$ cat config.mk
export PLATFORM = sky130hd
export DESIGN_NAME = ctl_shot
export DESIGN_NICKNAME = d
export VERILOG_FILES = /design/src/rtl/ctl_shot.sv
export SDC_FILE = /design/constraint.sdc
export NUM_CORES = 1
export LEC_CHECK = 0
export CORE_UTILIZATION = 40
export CTS_BUF_LIST = sky130_fd_sc_hd__clkbuf_16
export CTS_CLUSTER_DIAMETER = 100
export DETAILED_ROUTE_END_ITERATION = 7
export PLACE_DENSITY_LB_ADDON = 0.05
export SLEW_MARGIN = 20
export SYNTH_ARGS = -nofsm -noshare
export SYNTH_HDL_FRONTEND = slang
export SYNTH_SLANG_ARGS = --single-unit
export TNS_END_PERCENT = 30
$ cat constraint.sdc
create_clock -name clk -period 2.62 [get_ports clk]
set_input_delay 0.655 -clock clk [delete_from_list [all_inputs] [get_ports clk]]
set_output_delay 0.655 -clock clk [all_outputs]
set_load 0.05 [all_outputs]
$ cat src/rtl/ctl_shot.sv
// ctl_shot: shot/hit arbiter feeding the duck controller's hit input.
// Decides which trigger presses become shots, tests each shot against the
// duck hitbox, tracks ammo per duck appearance, cooldown and score.
//
// Build option: CTL_SHOT_BONUS_EN
//   A hit on the first shot of an appearance scores 2 instead of 1.
//
// Ports:
//   clk, rst     clock, asynchronous active-high reset
//   new_frame    one-cycle pulse per video frame
//   game_start   one-cycle pulse: clear score, reload ammo, arm
//   trigger      raw asynchronous trigger level
//   aim_x/aim_y  crosshair position
//   duck_x/y     duck top-left corner
//   duck_show    duck visible
//   duck_hit     duck already falling
//   hit          high while the hit is being held (HIT_HOLD frames)
//   shot_fired   one-cycle pulse per accepted shot
//   shots_left   remaining ammo
//   score        saturating hit count
//   miss         one-cycle pulse when ammo runs out without a hit
module ctl_shot #(
  parameter int DUCK_W          = 64,
  parameter int DUCK_H          = 64,
  parameter int SHOTS           = 3,
  parameter int COOLDOWN_FRAMES = 10,
  parameter int HIT_HOLD_FRAMES = 2
) (
  input  logic       clk,
  input  logic       rst,
  input  logic       new_frame,
  input  logic       game_start,
  input  logic       trigger,
  input  logic [9:0] aim_x,
  input  logic [9:0] aim_y,
  input  logic [9:0] duck_x,
  input  logic [9:0] duck_y,
  input  logic       duck_show,
  input  logic       duck_hit,
  output logic       hit,
  output logic       shot_fired,
  output logic [1:0] shots_left,
  output logic [7:0] score,
  output logic       miss
);

  localparam logic [1:0]  LP_SHOTS = 2'(SHOTS);
  localparam logic [5:0]  LP_CD    = 6'(COOLDOWN_FRAMES);
  localparam logic [3:0]  LP_HOLD  = 4'(HIT_HOLD_FRAMES);
  localparam logic [10:0] LP_W     = 11'(DUCK_W);
  localparam logic [10:0] LP_H     = 11'(DUCK_H);

  typedef enum logic [2:0] {
    S_IDLE,
    S_ARMED,
    S_COOL,
    S_HOLD,
    S_EMPTY
  } state_t;

  state_t      r_state;
  logic        r_meta;
  logic        r_sync_q;
  logic        r_sync_qq;
  logic        r_show_d;
  logic [5:0]  r_cd;
  logic [3:0]  r_hold;
  logic        r_hit;
  logic        r_shot;
  logic        r_miss;
  logic [1:0]  r_shots_left;
  logic [7:0]  r_score;

  logic        w_press;
  logic        w_show_rise;
  logic        w_inside;
  logic        w_fire;
  logic        w_last_shot;
  logic [1:0]  w_pts;
  logic [8:0]  w_score_sum;
  logic [7:0]  w_score_next;
  logic [10:0] w_ax;
  logic [10:0] w_ay;
  logic [10:0] w_dx;
  logic [10:0] w_dy;
  logic [10:0] w_dx_end;
  logic [10:0] w_dy_end;

  // Two flops of synchroniser, a third for the edge detect.
  always_ff @(posedge clk or posedge rst) begin
    if (rst) begin
      r_meta    <= 1'b0;
      r_sync_q  <= 1'b0;
      r_sync_qq <= 1'b0;
    end else begin
      r_meta    <= trigger;
      r_sync_q  <= r_meta;
      r_sync_qq <= r_sync_q;
    end
  end

  always_ff @(posedge clk or posedge rst) begin
    if (rst) begin
      r_show_d <= 1'b0;
    end else begin
      r_show_d <= duck_show;
    end
  end

  assign w_press     = r_sync_q & ~r_sync_qq;
  assign w_show_rise = duck_show & ~r_show_d;

  // 11-bit math so a duck near the right/bottom edge cannot wrap.
  assign w_ax     = {1'b0, aim_x};
  assign w_ay     = {1'b0, aim_y};
  assign w_dx     = {1'b0, duck_x};
  assign w_dy     = {1'b0, duck_y};
  assign w_dx_end = w_dx + LP_W;
  assign w_dy_end = w_dy + LP_H;

  assign w_inside = (w_ax >= w_dx) && (w_ax < w_dx_end) &&
                    (w_ay >= w_dy) && (w_ay < w_dy_end);

  assign w_fire = w_press && (r_shots_left != 2'd0) &&
                  duck_show && !duck_hit;

  // A same-cycle reload keeps ammo from hitting zero.
  assign w_last_shot = (r_shots_left == 2'd1) && !w_show_rise;

`ifdef CTL_SHOT_BONUS_EN
  assign w_pts = (r_shots_left == LP_SHOTS) ? 2'd2 : 2'd1;
`else
  assign w_pts = 2'd1;
`endif

  assign w_score_sum  = {1'b0, r_score} + {7'b0, w_pts};
  assign w_score_next = w_score_sum[8] ? 8'hFF : w_score_sum[7:0];

  always_ff @(posedge clk or posedge rst) begin
    if (rst) begin
      r_state      <= S_IDLE;
      r_cd         <= '0;
      r_hold       <= '0;
      r_hit        <= 1'b0;
      r_shot       <= 1'b0;
      r_miss       <= 1'b0;
      r_shots_left <= LP_SHOTS;
      r_score      <= '0;
    end else begin
      r_shot <= 1'b0;
      r_miss <= 1'b0;
      if (game_start) begin
        r_state      <= S_ARMED;
        r_cd         <= '0;
        r_hold       <= '0;
        r_hit        <= 1'b0;
        r_shots_left <= LP_SHOTS;
        r_score      <= '0;
      end else begin
        if (w_show_rise) begin
          r_shots_left <= LP_SHOTS;
        end
        case (r_state)
          S_IDLE: begin
          end
          S_ARMED: begin
            if (w_fire) begin
              r_shot <= 1'b1;
              r_cd   <= LP_CD;
              if (!w_show_rise) begin
                r_shots_left <= r_shots_left - 2'd1;
              end
              if (w_inside) begin
                r_state <= S_HOLD;
                r_hit   <= 1'b1;
                r_hold  <= LP_HOLD;
                r_score <= w_score_next;
              end else if (w_last_shot) begin
                r_miss  <= 1'b1;
                r_state <= S_EMPTY;
              end else begin
                r_state <= S_COOL;
              end
            end
          end
          S_COOL: begin
            // Load happened in ARMED, so a coincident frame
            // pulse never shortens the cooldown.
            if (new_frame) begin
              if (r_cd != 6'd0) begin
                r_cd <= r_cd - 6'd1;
              end
              if (r_cd <= 6'd1) begin
                r_state <= S_ARMED;
              end
            end
          end
          S_HOLD: begin
            if (new_frame) begin
              if (r_hold != 4'd0) begin
                r_hold <= r_hold - 4'd1;
              end
              if (r_hold <= 4'd1) begin
                r_state <= S_EMPTY;
                r_hit   <= 1'b0;
              end
            end
          end
          S_EMPTY: begin
            if (w_show_rise) begin
              r_state <= S_ARMED;
            end
          end
          default: begin
            r_state <= S_IDLE;
            r_hit   <= 1'b0;
          end
        endcase
      end
    end
  end

  assign hit        = r_hit;
  assign shot_fired = r_shot;
  assign shots_left = r_shots_left;
  assign score      = r_score;
  assign miss       = r_miss;

endmodule
# Word-level counts from Yosys, hierarchy flattened
# Cells that the tools add are included.
[totals] inputBits=47 word_cells=113 reg_bits=30
[op_classes] order_cmp=6 bitwise_logic=4 n_eq_ne=16 n_reduce_logical=24 n_mux=45 addsub=6
[ops] cell="2-to-1 mux 8 bit" n=5
[ops] cell="2-to-1 mux 3 bit" n=9
[ops] cell="!= test 3 bit, second input constant" n=9
[ops] cell="2-to-1 mux 6 bit" n=4
[ops] cell="adder 10 x 7 -> 11 bit, second input constant" n=2
[ops] cell="less-than comparator 10 x 11 -> 1 bit" n=2
[ops] cell=">= comparator 10 bit" n=2
[ops] cell="2-to-1 mux 4 bit" n=5
[ops] cell="case mux 3 bit (5 select lines)" n=1
[ops] cell="2-to-1 mux 1 bit" n=13
[ops] cell="case mux 6 bit (2 select lines)" n=1
[ops] cell="2-to-1 mux 2 bit" n=5
[ops] cell="AND reduction 5 bit" n=2
[ops] cell="adder 8 x 1 -> 9 bit, second input constant" n=1
[ops] cell="case mux 4 bit (2 select lines)" n=1
[ops] cell="nonzero test 2 bit" n=4
[ops] cell="logical AND 1 bit" n=7
[ops] cell="AND reduction 7 bit" n=1
[ops] cell="== test 3 x 2 -> 1 bit, second input constant" n=2
[ops] cell="<= comparator 6 x 1 -> 1 bit, second input constant" n=1
[ops] cell="nonzero test 3 bit" n=2
[ops] cell="nonzero test 6 bit" n=1
[ops] cell="subtractor 6 x 1 -> 6 bit, second input constant" n=1
[ops] cell="<= comparator 4 x 1 -> 1 bit, second input constant" n=1
[ops] cell="16 further kinds" n=19

# Longest topological paths before layout
[logic_depth] word_depth=9 depth_mapped=11 depth_no_buf=10

# Least setup slack after synthesis
# Ideal clock, no wire load.
[synth_path] kind="input port to flip-flop" start="input port duck_x[6]" end="register r_score[3], in the netlist score[3]" path_buffers=1 slack_ns=-0.043 cell_stages=10 required_ns=2.524 t_arrival_ns=2.567 cell_sequence="ha_1 xnor2_1 ha_1 a21o_1 a21oi_1 o221ai_2 nor4b_4 buf_6 a31oi_1 a311oi_2"
[synth_between] elab_chain_len=7 word_cells_on_any_way=8 classes_between="add/sub: 1; order compare: 2; reduce/logical: 5"
[synth_rtl] item="start, declared" line_no="36" source="input logic [9:0] duck_x,"
[synth_rtl] item="adder 10 x 7 -> 11 bit" line_no="118" source="assign w_dx_end = w_dx + LP_W;"
[synth_rtl] item="less-than comparator 10 x 11 -> 1 bit" line_no="121" source="assign w_inside = (w_ax >= w_dx) && (w_ax < w_dx_end) &&"
[synth_rtl] item="logical AND 1 bit * (2 in series)" line_no="121"
[synth_rtl] item="logical AND 1 bit *" line_no="122" source="(w_ay >= w_dy) && (w_ay < w_dy_end);"
[synth_rtl] item="nonzero test 2 bit (no line) *"
[synth_rtl] item="AND reduction 3 bit (no line) *"
[synth_rtl] item="end signal, assigned" line_no="177" source="r_score <= w_score_next;"
[synth_rtl] item="end, declared" line_no="72" source="logic [7:0] r_score;"
# Mark *: on every way between the ends. The rest lies on a longest branch, timed or not.
# A chain may end at the register's enable or synchronous reset.

# Final worst setup path
[layout_path] start="input port duck_y[6]" end="register r_score[4], in the netlist score[4]"
[layout_between] elab_chain_len=5 word_cells_on_any_way=7 classes_between="add/sub: 1; order compare: 2; reduce/logical: 4"
[layout_rtl] item="start, declared" line_no="37" source="input logic [9:0] duck_y,"
[layout_rtl] item="adder 10 x 7 -> 11 bit or >= comparator 10 bit (tied branches)" line_no="119, 122"
[layout_rtl] item="less-than comparator 10 x 11 -> 1 bit or logical AND 1 bit (tied branches)" line_no="122, 121"
[layout_rtl] item="logical AND 1 bit *" line_no="122"
[layout_rtl] item="nonzero test 2 bit (no line) *"
[layout_rtl] item="AND reduction 3 bit (no line) *"
# Marked as above.

==> flow_metrics.py <==
metrics = {
    "logic_synthesis": {
        "syn_nets": 366,
        "ys_async_sr_fraction": 1.00,
        "synth_edf_count": 0,
        "yosys_warnings": 0,
        "synth-seq-cells": 30,
        "seq_area_frac_synth": 0.300,
        "synth_area_per_cell_um2": 8.95,
        "synthFlopType": "dfrtp_1",
        "synth.distinct_cells": 51,
        "syn-cell-area_um2": 2510,
        "synth_cells": 281,
    },
    "clocking": {
        "clockRootBuffer": "clkbuf_16",
        "htree_levels": 2,
        "cts_tree": "yes",
        "clock_path_buffers": 2,
        "path_clk_slew_ps": 50,
        "insertion_delay_ps": 280,
        "cts_inserted_buffers": 5,
        "cts-hold-fix-buffers": 0,
        "clock_sinks": 30,
    },
    "detailed_routing": {
        "avgRoutedWirePerCell_um": 14.0,
        "first_pass_iters": 4,
        "route.detailed.drc": 0,
        "drt.antenna.violating_nets": 0,
        "num_vias": 2392,
        "via_per_inst": 5.41,
        "drt_wl_total_um": 6180,
        "initialDrtViolationCount": 86,
    },
    "critical_path": {
        "path_buf_inv": 3,
        "crit_slowest_cell": "nor4b_4",
        "critPathKind": "primary input to flop",
        "rr_startpoint": "shots_left[0]",
        "arrival_ps": 2710,
        "start_kind": "primary input",
        "crit_start": "duck_y[6]",
        "cp_cell_sequence": "buf_2 > ha_4 > xnor2_2 > ha_1 > a21o_1 > a21oi_2 > o221ai_2 > nor4b_4 > buf_6 > buf_6 > a31oi_4 > a211oi_2",
        "crit_family": "compound AO/OA/AOI/OAI gates",
        "end_kind": "flop",
        "worstPathMaxFanout": 6,
        "slowest_delay_ps": 320,
        "required_ps": 2810,
        "crit_top_cell": "buf_6",
        "r2r_setup_slack_ps": 330,
    },
    "layout": {
        "n_antenna_cell": 0,
        "final_cell_mix": "29 x clkdlybuf4s50_1, 28 x dfrtp_1, 23 x ha_1",
        "regArea_um2": 753,
        "final_nets": 451,
        "final_layout_size_suffix_gt1_frac": 0.289,
        "area_growth_pct": 52.2,
        "mostFrequentLayoutCell": "clkdlybuf4s50_1",
        "multi_input_area_um2": 1970,
        "stdcell_area_um2": 3830,
        "num-fill-cells": 512,
        "fin_util": 0.639,
    },
    "sta": {
        "fin_crit_ps": 2520,
        "hold_ws_ps": 346,
        "finalMaxSlewViolations": 0,
        "post-route-period-util": 0.962,
        "setup_violations": 0,
        "hold_violations": 0,
        "max_slew_margin": 0.629,
        "setup_slack_ps": 99.6,
        "tightest_slew_ps": 555,
        "max_freq_mhz": 397,
        "fin_skew_ps": 5.30,
    },
    "global_route": {
        "grt_pass1_wl_um": 10400,
        "antenna_found_initial": 0,
        "track_usage": 0.201,
        "grt_max_degree": 31,
        "grt.overflow.total": 0,
        "grt_pass1_vias": 2423,
    },
    "min_path": {
        "hp-class": "flop to flop",
        "min_from": "r_meta",
    },
    "placed_design": {
        "io_buffers": 59,
        "globalplace.congestion": 0.836,
        "pre_cts_slack_ps": -593,
        "postPlaceCellArea_um2": 3360,
        "place_hpwl_um": 4480,
    },
    "power": {
        "total_power_mw": 1.59,
        "p_leak_nw": 1.75,
        "power_density_nw_per_um2": 416,
        "peakVddDrop_uv": 402,
    },
    "floorplanning": {
        "fp.dieH_um": 81.3,
        "start_util": 0.420,
        "core_um2": 5990,
        "io_pins": 60,
        "die_w_um": 81.3,
        "die-area_um2": 6610,
        "num_rows": 28,
    },
    "flow_run": {
        "drv_cap": 0,
    },
    "status": {
        "status": "complete, no violations",
    },
}
-- through the flow --
stage	TNS (ps)	instances
2_1_floorplan	-63.5	281
3_3_place_gp	-8590	432
3_5_place_dp	-8910	432
4_1_cts	0	441
5_1_grt	-19.1	442
6_report	0	442
-- state kept, by name, indices dropped and copies added, names as in the netlist, 2 cells and up --
signal,count
r_hold,4
shots_left,2
r_state,3
r_cd,6
score,8
-- per-layer routing --
layer / global-route usage / vias to the layer above / part of all wire
li1: - / 1201 / -
met1: 0.234 / 1131 / 0.45
met2: 0.359 / 48 / 0.50
met3: 0.0348 / 12 / 0.030
met4: 0.0821 / 0 / 0.018
met5: 0 / - / 0
-- worst reg2reg max path, cell delays in order, from the launching register on --
cell and delay [ps]:
dfstp_2 570, inv_1 50, ha_1 190, nor4b_2 290, nand2_1 140, nor3_2 240
a311oi_2 110, nor4_1 350, xnor2_1 160, nor3_1 60
-- where the power goes --
part           switching [mW]  leakage (nW)  internal, mW  total, mW
combinational           0.220          1.27         0.219      0.439
clock                   0.204        0.0836         0.444      0.648
sequential             0.0237         0.392         0.483      0.507
-- timing repair --
action	4_1_cts	5_1_grt
pin swaps	36	22
cloned	1	0
endpoints found under the setup margin	17	16
buffers inserted	0	2
gates resized for setup	77	39
-- cell families (layout without fill, tap and decap cells) --
kind of cell             after synthesis  in the layout  share of synthesized area
adder cells (fa/ha/maj)               38             38                      0.189
AO/OA/AOI/OAI                         73             73                      0.213
flip-flops                            30             30                      0.300
buffers and inverters                 37            123                     0.0587
XOR/XNOR                               8              8                     0.0279
AND/OR/NAND/NOR                       95             95                      0.211
-- synthesized netlist by cell type, types with 4 or more instances --
cell type  count  area, um2
nand3_1       12       60.1
nand2_1       20       75.1
nand2b_1       7       43.8
xnor2_1        8       70.1
a211oi_1       6       45.0
nor2_1        15       56.3
and3_1         7       43.8
a21o_1         4       30.0
a31oi_1        6       37.5
nor2b_1        8       50.1
ha_1          38        475
a31o_2         4       35.0
dfrtp_1       28        701
inv_1         32        120
nor3_1         6       30.0
a21oi_1       21        105
o21ai_0        6       30.0
-- final cells by class --
| class | instances | area share |
|---|---|---|
| inverter | 32 | 0.0314 |
| timing repair buffer | 83 | 0.190 |
| clock inverter | 3 | 0.0105 |
| sequential | 30 | 0.197 |
| tap | 75 | 0.0245 |
| clock buffer | 5 | 0.0327 |
| multi-input combinational | 214 | 0.514 |
-- path summary, 6_finish.rpt --
kind | to | depth (start not counted)
max reg2reg | r_cd[5] | 9
min | r_sync_q | 0
min reg2reg | r_sync_q | 0
max in group asynchronous | shots_left[0] | 3
min in group asynchronous | r_cd[5] | 3
max | score[4] | 12
Note: power is estimated with default switching activity, not from simulation.
